--- src/rtl/inst_encoder.sv ---
// RV32I instruction encoder and sequential instruction-memory loader.
// Takes decoded instruction fields over valid/ready, range-checks the
// immediate, packs the 32-bit instruction word and writes it to the next
// sequential word address through an acknowledged write port.
//
// state | meaning
// IDLE  | waiting for a field bundle; ready_o = !full_o
// WRITE | imem_we_o held high with stable addr/wdata until imem_ack_i

module inst_encoder #(
  parameter int          IMEM_DEPTH = 256,
  parameter logic [31:0] BASE_ADDR  = 32'h0000_0000
) (
  input  logic                            clk_i,
  input  logic                            rst_ni,
  input  logic                            valid_i,
  output logic                            ready_o,
  input  logic [6:0]                      opcode_i,
  input  logic [2:0]                      funct3_i,
  input  logic [6:0]                      funct7_i,
  input  logic [4:0]                      rd_i,
  input  logic [4:0]                      rs1_i,
  input  logic [4:0]                      rs2_i,
  input  logic [31:0]                     imm_i,
  input  logic                            start_i,
  output logic                            imem_we_o,
  output logic [31:0]                     imem_addr_o,
  output logic [31:0]                     imem_wdata_o,
  input  logic                            imem_ack_i,
  output logic [$clog2(IMEM_DEPTH+1)-1:0] count_o,
  output logic                            full_o,
  output logic                            err_o,
  output logic [1:0]                      err_code_o
);

  localparam int CW = $clog2(IMEM_DEPTH + 1);

  localparam logic [6:0] OP_OP     = 7'b0110011;
  localparam logic [6:0] OP_IMM    = 7'b0010011;
  localparam logic [6:0] OP_LOAD   = 7'b0000011;
  localparam logic [6:0] OP_JALR   = 7'b1100111;
  localparam logic [6:0] OP_STORE  = 7'b0100011;
  localparam logic [6:0] OP_BRANCH = 7'b1100011;
  localparam logic [6:0] OP_JAL    = 7'b1101111;
  localparam logic [6:0] OP_LUI    = 7'b0110111;
  localparam logic [6:0] OP_AUIPC  = 7'b0010111;

  localparam logic [1:0] ERR_NONE  = 2'b00;
  localparam logic [1:0] ERR_OP    = 2'b01;
  localparam logic [1:0] ERR_RANGE = 2'b10;
  localparam logic [1:0] ERR_ALIGN = 2'b11;

  typedef enum logic [2:0] {
    FMT_R,
    FMT_I,
    FMT_S,
    FMT_B,
    FMT_J,
    FMT_U,
    FMT_BAD
  } fmt_t;

  typedef enum logic {
    IDLE,
    WRITE
  } state_t;

  state_t        state;
  fmt_t          fmt;
  logic          is_shift;
  logic          fits_12;
  logic          fits_13;
  logic          fits_21;
  logic          shamt_ok;
  logic [1:0]    chk_code;
  logic [31:0]   enc_word;
  logic [CW-1:0] count_nxt;

  // Instruction format from the major opcode.
  always_comb begin
    fmt = FMT_BAD;
    case (opcode_i)
      OP_OP:                      fmt = FMT_R;
      OP_IMM, OP_LOAD, OP_JALR:   fmt = FMT_I;
      OP_STORE:                   fmt = FMT_S;
      OP_BRANCH:                  fmt = FMT_B;
      OP_JAL:                     fmt = FMT_J;
      OP_LUI, OP_AUIPC:           fmt = FMT_U;
      default:                    fmt = FMT_BAD;
    endcase
  end

  // Signed range predicates: a value fits in N bits when bits [31:N-1] agree.
  always_comb begin
    is_shift = (opcode_i == OP_IMM) && ((funct3_i == 3'b001) || (funct3_i == 3'b101));
    fits_12  = (&imm_i[31:11]) || (~|imm_i[31:11]);
    fits_13  = (&imm_i[31:12]) || (~|imm_i[31:12]);
    fits_21  = (&imm_i[31:20]) || (~|imm_i[31:20]);
    shamt_ok = ~|imm_i[31:5];
  end

  // Error classification; misalignment of B/J offsets is reported ahead of range.
  always_comb begin
    chk_code = ERR_NONE;
    case (fmt)
      FMT_R: chk_code = ERR_NONE;
      FMT_I: begin
        if (is_shift) begin
          if (!shamt_ok) chk_code = ERR_RANGE;
        end else if (!fits_12) begin
          chk_code = ERR_RANGE;
        end
      end
      FMT_S: begin
        if (!fits_12) chk_code = ERR_RANGE;
      end
      FMT_B: begin
        if (imm_i[0])      chk_code = ERR_ALIGN;
        else if (!fits_13) chk_code = ERR_RANGE;
      end
      FMT_J: begin
        if (imm_i[0])      chk_code = ERR_ALIGN;
        else if (!fits_21) chk_code = ERR_RANGE;
      end
      FMT_U: begin
        if (|imm_i[11:0]) chk_code = ERR_RANGE;
      end
      default: chk_code = ERR_OP;
    endcase
  end

  // Field packing for each format.
  always_comb begin
    enc_word = 32'h0;
    case (fmt)
      FMT_R: enc_word = {funct7_i, rs2_i, rs1_i, funct3_i, rd_i, opcode_i};
      FMT_I: begin
        if (is_shift) enc_word = {funct7_i, imm_i[4:0], rs1_i, funct3_i, rd_i, opcode_i};
        else          enc_word = {imm_i[11:0], rs1_i, funct3_i, rd_i, opcode_i};
      end
      FMT_S: enc_word = {imm_i[11:5], rs2_i, rs1_i, funct3_i, imm_i[4:0], opcode_i};
      FMT_B: enc_word = {imm_i[12], imm_i[10:5], rs2_i, rs1_i, funct3_i,
                         imm_i[4:1], imm_i[11], opcode_i};
      FMT_J: enc_word = {imm_i[20], imm_i[10:1], imm_i[11], imm_i[19:12], rd_i, opcode_i};
      FMT_U: enc_word = {imm_i[31:12], rd_i, opcode_i};
      default: enc_word = 32'h0;
    endcase
  end

  assign count_nxt = count_o + CW'(1);

  // Handshake / write sequencing FSM with all outputs registered.
  always_ff @(posedge clk_i or negedge rst_ni) begin
    if (!rst_ni) begin
      state        <= IDLE;
      ready_o      <= 1'b1;
      imem_we_o    <= 1'b0;
      imem_addr_o  <= BASE_ADDR;
      imem_wdata_o <= 32'h0;
      count_o      <= '0;
      full_o       <= 1'b0;
      err_o        <= 1'b0;
      err_code_o   <= ERR_NONE;
    end else if (start_i) begin
      state       <= IDLE;
      ready_o     <= 1'b1;
      imem_we_o   <= 1'b0;
      imem_addr_o <= BASE_ADDR;
      count_o     <= '0;
      full_o      <= 1'b0;
      err_o       <= 1'b0;
      err_code_o  <= ERR_NONE;
    end else begin
      case (state)
        IDLE: begin
          if (valid_i && ready_o) begin
            if (chk_code == ERR_NONE) begin
              imem_wdata_o <= enc_word;
              imem_we_o    <= 1'b1;
              ready_o      <= 1'b0;
              state        <= WRITE;
            end else if (!err_o) begin
              err_o      <= 1'b1;
              err_code_o <= chk_code;
            end
          end
        end
        WRITE: begin
          if (imem_ack_i) begin
            imem_we_o   <= 1'b0;
            count_o     <= count_nxt;
            imem_addr_o <= imem_addr_o + 32'd4;
            full_o      <= (count_nxt == CW'(IMEM_DEPTH));
            ready_o     <= (count_nxt != CW'(IMEM_DEPTH));
            state       <= IDLE;
          end
        end
        default: begin
          state     <= IDLE;
          imem_we_o <= 1'b0;
          ready_o   <= !full_o;
        end
      endcase
    end
  end

endmodule

--- config.mk ---
export PLATFORM = sky130hd
export DESIGN_NAME = inst_encoder
export DESIGN_NICKNAME = d
export VERILOG_FILES = /design/src/rtl/inst_encoder.sv
export SDC_FILE = /design/constraint.sdc
export NUM_CORES = 1
export LEC_CHECK = 0
export CORE_AREA = 5 5 119 144
export CTS_BUF_LIST = sky130_fd_sc_hd__clkbuf_2 sky130_fd_sc_hd__clkbuf_4 sky130_fd_sc_hd__clkbuf_8
export CTS_CLUSTER_DIAMETER = 100
export DETAILED_ROUTE_END_ITERATION = 7
export DIE_AREA = 0 0 124 149
export SETUP_SLACK_MARGIN = 0.2
export SLEW_MARGIN = 20
export SYNTH_ARGS = -nofsm -noshare
export SYNTH_HDL_FRONTEND = slang
export SYNTH_SLANG_ARGS = --single-unit
--- constraint.sdc ---
create_clock -name clk_i -period 2.4 [get_ports clk_i]
set_input_delay 0.24 -clock clk_i [delete_from_list [all_inputs] [get_ports clk_i]]
set_output_delay 0.24 -clock clk_i [all_outputs]
set_load 0.005 [all_outputs]
## Word-level counts from Yosys, hierarchy flattened

Index checks and enable logic that the tools add are counted.

- Word-level logic and storage cells: 111
- Memories kept: 0
- RAM bits: 0
- Latch bits: 0
- Input port bits: 69
- Bits in read-only memories: 0
- Bits in registers: 80

- Eq/ne operators: 24
- Magnitude comparators: 0
- Muxes and demuxes: 45
- Reductions and logical operators: 29
- Multipliers: 0
- Shifts and indexed selects: 0
- $add $sub $neg: 2
- Divide/modulo/power cells: 0
- Bitwise gates (word level): 2

Operators with widths:

| kind | count |
|---|---|
| 32-bit one-hot mux with 6 select lines | 1 |
| 32-bit two-way mux | 4 |
| 32-bit by 3-bit adder with 32-bit output (second input constant) | 1 |
| 9-bit two-way mux | 3 |
| 27-bit OR reduction | 1 |
| 2-bit two-way mux | 13 |
| 12-bit OR reduction | 2 |
| 7-bit by 6-bit equality test with 1-bit output (second input constant) | 3 |
| 7-bit equality test (second input constant) | 3 |
| 21-bit AND reduction | 1 |
| 21-bit OR reduction | 1 |
| 20-bit AND reduction | 1 |
| 20-bit OR reduction | 1 |
| 1-bit two-way mux | 19 |
| 3-bit one-hot mux with 6 select lines | 1 |
| 7-bit by 5-bit equality test with 1-bit output (second input constant) | 2 |
| 2-bit one-hot mux with 6 select lines | 1 |
| 12-bit AND reduction | 1 |
| 9-bit by 1-bit adder with 9-bit output (second input constant) | 1 |
| 3-bit equality test (second input constant) | 3 |
| 9-bit equality test (second input constant) | 1 |
| 3-bit inequality test (second input constant) | 3 |
| 9-bit inequality test (second input constant) | 1 |
| 4-bit AND reduction | 2 |
| other kinds (16) | 32 |

## Longest topological paths before layout

- Depth in word-level cells: 11
- Mapped depth: 13
- Gate-level depth less buffers: 11

## Least setup slack after synthesis

OpenSTA, ideal clock, no wires.

- Kind: input to register
- From: in opcode_i[6]
- To: reg imem_wdata_o[10]
- Arrival time: 2.895 ns
- Slack: -0.620 ns
- Data required time: 2.275 ns
- Stages on the path: 13
- Cell sequence: buf_2 > and4b_1 > o21a_1 > inv_1 > ha_1 > nand4bb_1 > nand3_1 > and4_1 > a311oi_2 > nand3_2 > nor4b_4 > buf_6 > mux2_4

- Word-level cells in the longest chain between the ends: 7
- Elaborated cells on any way between the ends: 24
- Those cells by class: eq/ne: 14; mux: 4; reduce/logical: 6

RTL lines:

| item | RTL line | RTL |
|---|---|---|
| from (decl) | 18 | `input logic [6:0] opcode_i,` |
| 7-bit by 5-bit equality test with 1-bit output (tied with other cells) | 82, 95 |  |
| 3-bit OR reduction or 2-bit OR reduction (tied branches) | 82 | `case (opcode_i)` |
| 3-bit one-hot mux with 6 select lines | 82 |  |
| 3-bit equality test (tied with other cells) | 105, 135 |  |
| 2-bit one-hot mux with 6 select lines | 105 | `case (fmt)` |
| 2-bit zero test | 177 | `if (chk_code == ERR_NONE) begin` |
| 4-bit AND reduction (no line) | -- |  |
| to (signal assigned) | 178 | `imem_wdata_o <= enc_word;` |
| to (decl) | 28 | `output logic [31:0] imem_wdata_o,` |

Parallel ways exist; a longest one is shown, timed or not.
A chain may end at the register's enable or synchronous reset.

## Final worst setup path

- From: in imm_i[26]
- To: reg imem_wdata_o[6]

- Word-level cells in the longest chain between the ends: 8
- Elaborated cells on any way between the ends: 23
- Those cells by class: mux: 8; reduce/logical: 15

RTL lines:

| item | RTL line | RTL |
|---|---|---|
| from (decl) | 24 | `input logic [31:0] imm_i,` |
| 21-bit OR reduction (tied with other cells) | 96 | `fits_12 = (&imm_i[31:11]) \|\| (~\|imm_i[31:11]);` |
| 1-bit zero test (on tied branches) | 96, 97, 98 |  |
| 1-bit logical OR (on tied branches) | 96, 97, 98 |  |
| 2-bit two-way mux (on tied branches) | -- |  |
| 2-bit two-way mux (on tied branches) | 108, 118, 122 |  |
| 2-bit one-hot mux with 6 select lines (*) | 105 |  |
| 2-bit zero test (*) | 177 |  |
| 4-bit AND reduction (no line) (*) | -- |  |

Every way passes the cells marked *; elsewhere a longest branch is shown, timed or not.

==> flow_summary.toml <==
[outcome]
status = "finished, violations left"
violations = "setup timing"

[yosys]
synth_cell_type_count = 59
synth_cells = 464
synth_ff_type = "dfrtp_1"
synth_edf_count = 0
synth-async-reset-ratio_pct = 100
ys_ff_latch = 78
netlist_area_sq_um = 4560
avgSynthCellArea_sq_um = 9.82
ys_seq_area_share_pct = 42.9
yosysWarnings = 0

[cts]
clkLatencyLatePin_ns = 0.37
clock-sinks = 78
cts_tree = "yes"
clk_pin_slew_ns = 0.07
cts_buffers = 9
cts.path.max_buffers = 2
cts_root_buf = "clkbuf_8"
cts.htree.levels = 3

[placed_design]
io_buffers = 145
place_area_sq_um = 6760
hpwl_um = 12300
place_inst = 871
gp_congestion = 0.961
place_ws_ns = -1.01

[worst_setup_path]
arrival_ns = 2.77
path_buf_inv = 4
critPathMostFrequentCell = "nand3_2"
slowest_delay_ns = 0.40
worstSetupPathType = "input pin to flop"
required_ns = 2.65
cpMaxStageDelayCell = "or3_4"
crit_family = "simple AND/OR/NAND/NOR gates"
startpoint_type = "input pin"
path_max_fanout = 5
critPathCaptureType = "flop"
crit_path_cell_trace = "dlygate4sd2_1, nor4_2, nand3_2, or3_4, a311oi_2, nand3_2, nor4b_4, buf_4, buf_6, buf_12, mux2_4"

[detailed_routing]
via_count = 4511
viasPerCell = 5.00
first_iter_violations = 300
wirelength_um = 16000
avgRoutedWirePerCell_um = 17.8
antenna_left = 0
firstDrtPassIters = 5
drcViolationCount = 0

[die]
core_area_sq_um = 15500
die_h_um = 149
start_util_pct = 29.5
die_width_um = 124
die_area_sq_um = 18500
io_pins = 148
num_rows = 50

[layout]
layoutNonFillerInstCount = 903
mostFrequentLayoutCell = "clkdlybuf4s50_1"
final_area_sq_um = 7320
fin_util_pct = 47.4
syn2layout_area_growth_pct = 60.6
n_fill_cell = 1483
layout.nets = 762
diodes = 0
drive_above_1_share_pct = 26.8
final_cell_mix = "109 x clkdlybuf4s50_1, 79 x buf_4, 76 x dfrtp_1"

[sta]
timing.slew.headroom_pct = 48.8
fmax_mhz = 397
setup_ws_ns = -0.118
fin_skew_ns = 0.0122
hold_violations = 0
drv_slew = 0
setup_violations = 32
max_slew.worst_pin.slew_ns = 0.763
post-route-min-period_ns = 2.52
grt_setup_unrepaired = "yes"
min_period_over_period_pct = 105

[global_routing]
grt_first_pass_wirelength_um = 25200
track_usage_pct = 17.6
grt_max_degree = 79
grt_antenna_before_repair = 0
grt-ovfl-total = 0
grt_pass1_vias = 4782

[power_and_ir_drop]
power_density_nw_per_um2 = 404
p_leak_nw = 3.16
irDropWorstVdd_mv = 0.314

[worst_hold_path]
hp-class = "input pin to flop"

[run]
cap_viol_max_count = 0
## sequential cells by signal, indices dropped and copies added (netlist names)
name / count
count_o: 9
err_code_o: 2
err_o: 1
full_o: 1
imem_addr_o: 30
imem_wdata_o: 32
imem_we_o: 1
ready_o: 1
state: 1
## path summary, 6_finish.rpt
| kind | from | end | slack, ns | cells after the start |
|---|---|---|---|---|
| max reg2reg | imem_addr_o[6] | imem_addr_o[25] | 0.41 | 8 |
| max in group asynchronous | rst_ni | imem_addr_o[5] | 1.34 | 2 |
| max | imm_i[26] | imem_wdata_o[6] | -0.12 | 11 |
| min reg2reg | imem_we_o | imem_we_o | 0.49 | 1 |
| min in group asynchronous | rst_ni | count_o[3] | 0.46 | 2 |
| min | opcode_i[4] | imem_wdata_o[4] | 0.14 | 3 |
## cell type report
class	instances	area (sq um)	area share, %
clock buffer	14	168	2.29
clock inverter	2	35.0	0.479
inverter	14	52.6	0.718
multi-input combinational	352	2650	36.2
sequential	78	1950	26.7
tap	208	260	3.56
timing repair buffer	235	2200	30.0
## metrics by stage
| step | setup TNS, ns | power (mW) | hold slack, ns |
|---|---|---|---|
| floorplan | -14.43 | 1.55 | -0.0556 |
| global placement | -31.81 | 1.92 | 0.479 |
| detailed placement | -34.18 | 1.92 | 0.487 |
| CTS | -0.594 | 2.99 | 0.0818 |
| global route | -6.48 | 3.09 | 0.143 |
| finish | -2.69 | 2.96 | 0.137 |
## report_power, final
part | leakage, nW | internal [mW] | total (mW) | switching (mW)
Combinational | 1.99 | 0.287 | 0.523 | 0.237
Sequential | 1.07 | 1.36 | 1.39 | 0.0290
Clock | 0.108 | 0.555 | 1.05 | 0.491
Total | 3.16 | 2.20 | 2.96 | 0.757
## synthesized netlist by cell type, drive strengths merged (12+ instances only)
| cell | n | share of area, % |
|---|---|---|
| nand4 | 19 | 2.6 |
| dfrtp | 77 | 42 |
| nand2 | 40 | 3.3 |
| mux2i | 18 | 4.0 |
| inv | 14 | 1.2 |
| mux2 | 27 | 8.6 |
| xor2 | 21 | 4.0 |
| a21oi | 14 | 1.5 |
| nor2 | 66 | 5.4 |
| clkbuf | 12 | 0.99 |
| nand3 | 18 | 2.1 |
| a222oi | 12 | 2.6 |
## logic make-up (layout without fill, tap and decap cells)
| kind of cell | after synthesis | after routing | share of synthesized area (%) |
|---|---|---|---|
| and+or+nand+nor | 209 | 209 | 23.9 |
| DFF | 78 | 78 | 42.9 |
| AOI/OAI and AO/OA | 61 | 61 | 9.91 |
| muxes | 45 | 45 | 12.5 |
| buffers and inverters | 35 | 265 | 3.76 |
| xor gates and xnor gates | 32 | 32 | 6.15 |
| adders and majority gates | 3 | 3 | 0.824 |
| other | 1 | 2 | 0.0823 |
## per-layer routing
layer	share of wire, %	global-route usage, %	vias to the layer above
li1	-	-	2136
met1	41	20.4	2177
met2	51	30.9	174
met3	6.5	4.74	24
met4	2.4	6.41	0
met5	0	0	-
## repair_timing
action                                 4_1_cts  5_1_grt
endpoints found under the hold margin        0       57
setup endpoints to repair                   38       41
cloned                                       1        0
pin swaps                                   26       13
setup buffers                               13        1
resized for setup                           96       17
hold buffers                                 0        1
## tightest hold or removal path, stage by stage
cell and delay (ns):
buf_6 0.10, nand2_1 0.05, mux2i_1 0.06
Note: power is estimated with default switching activity, not from simulation.
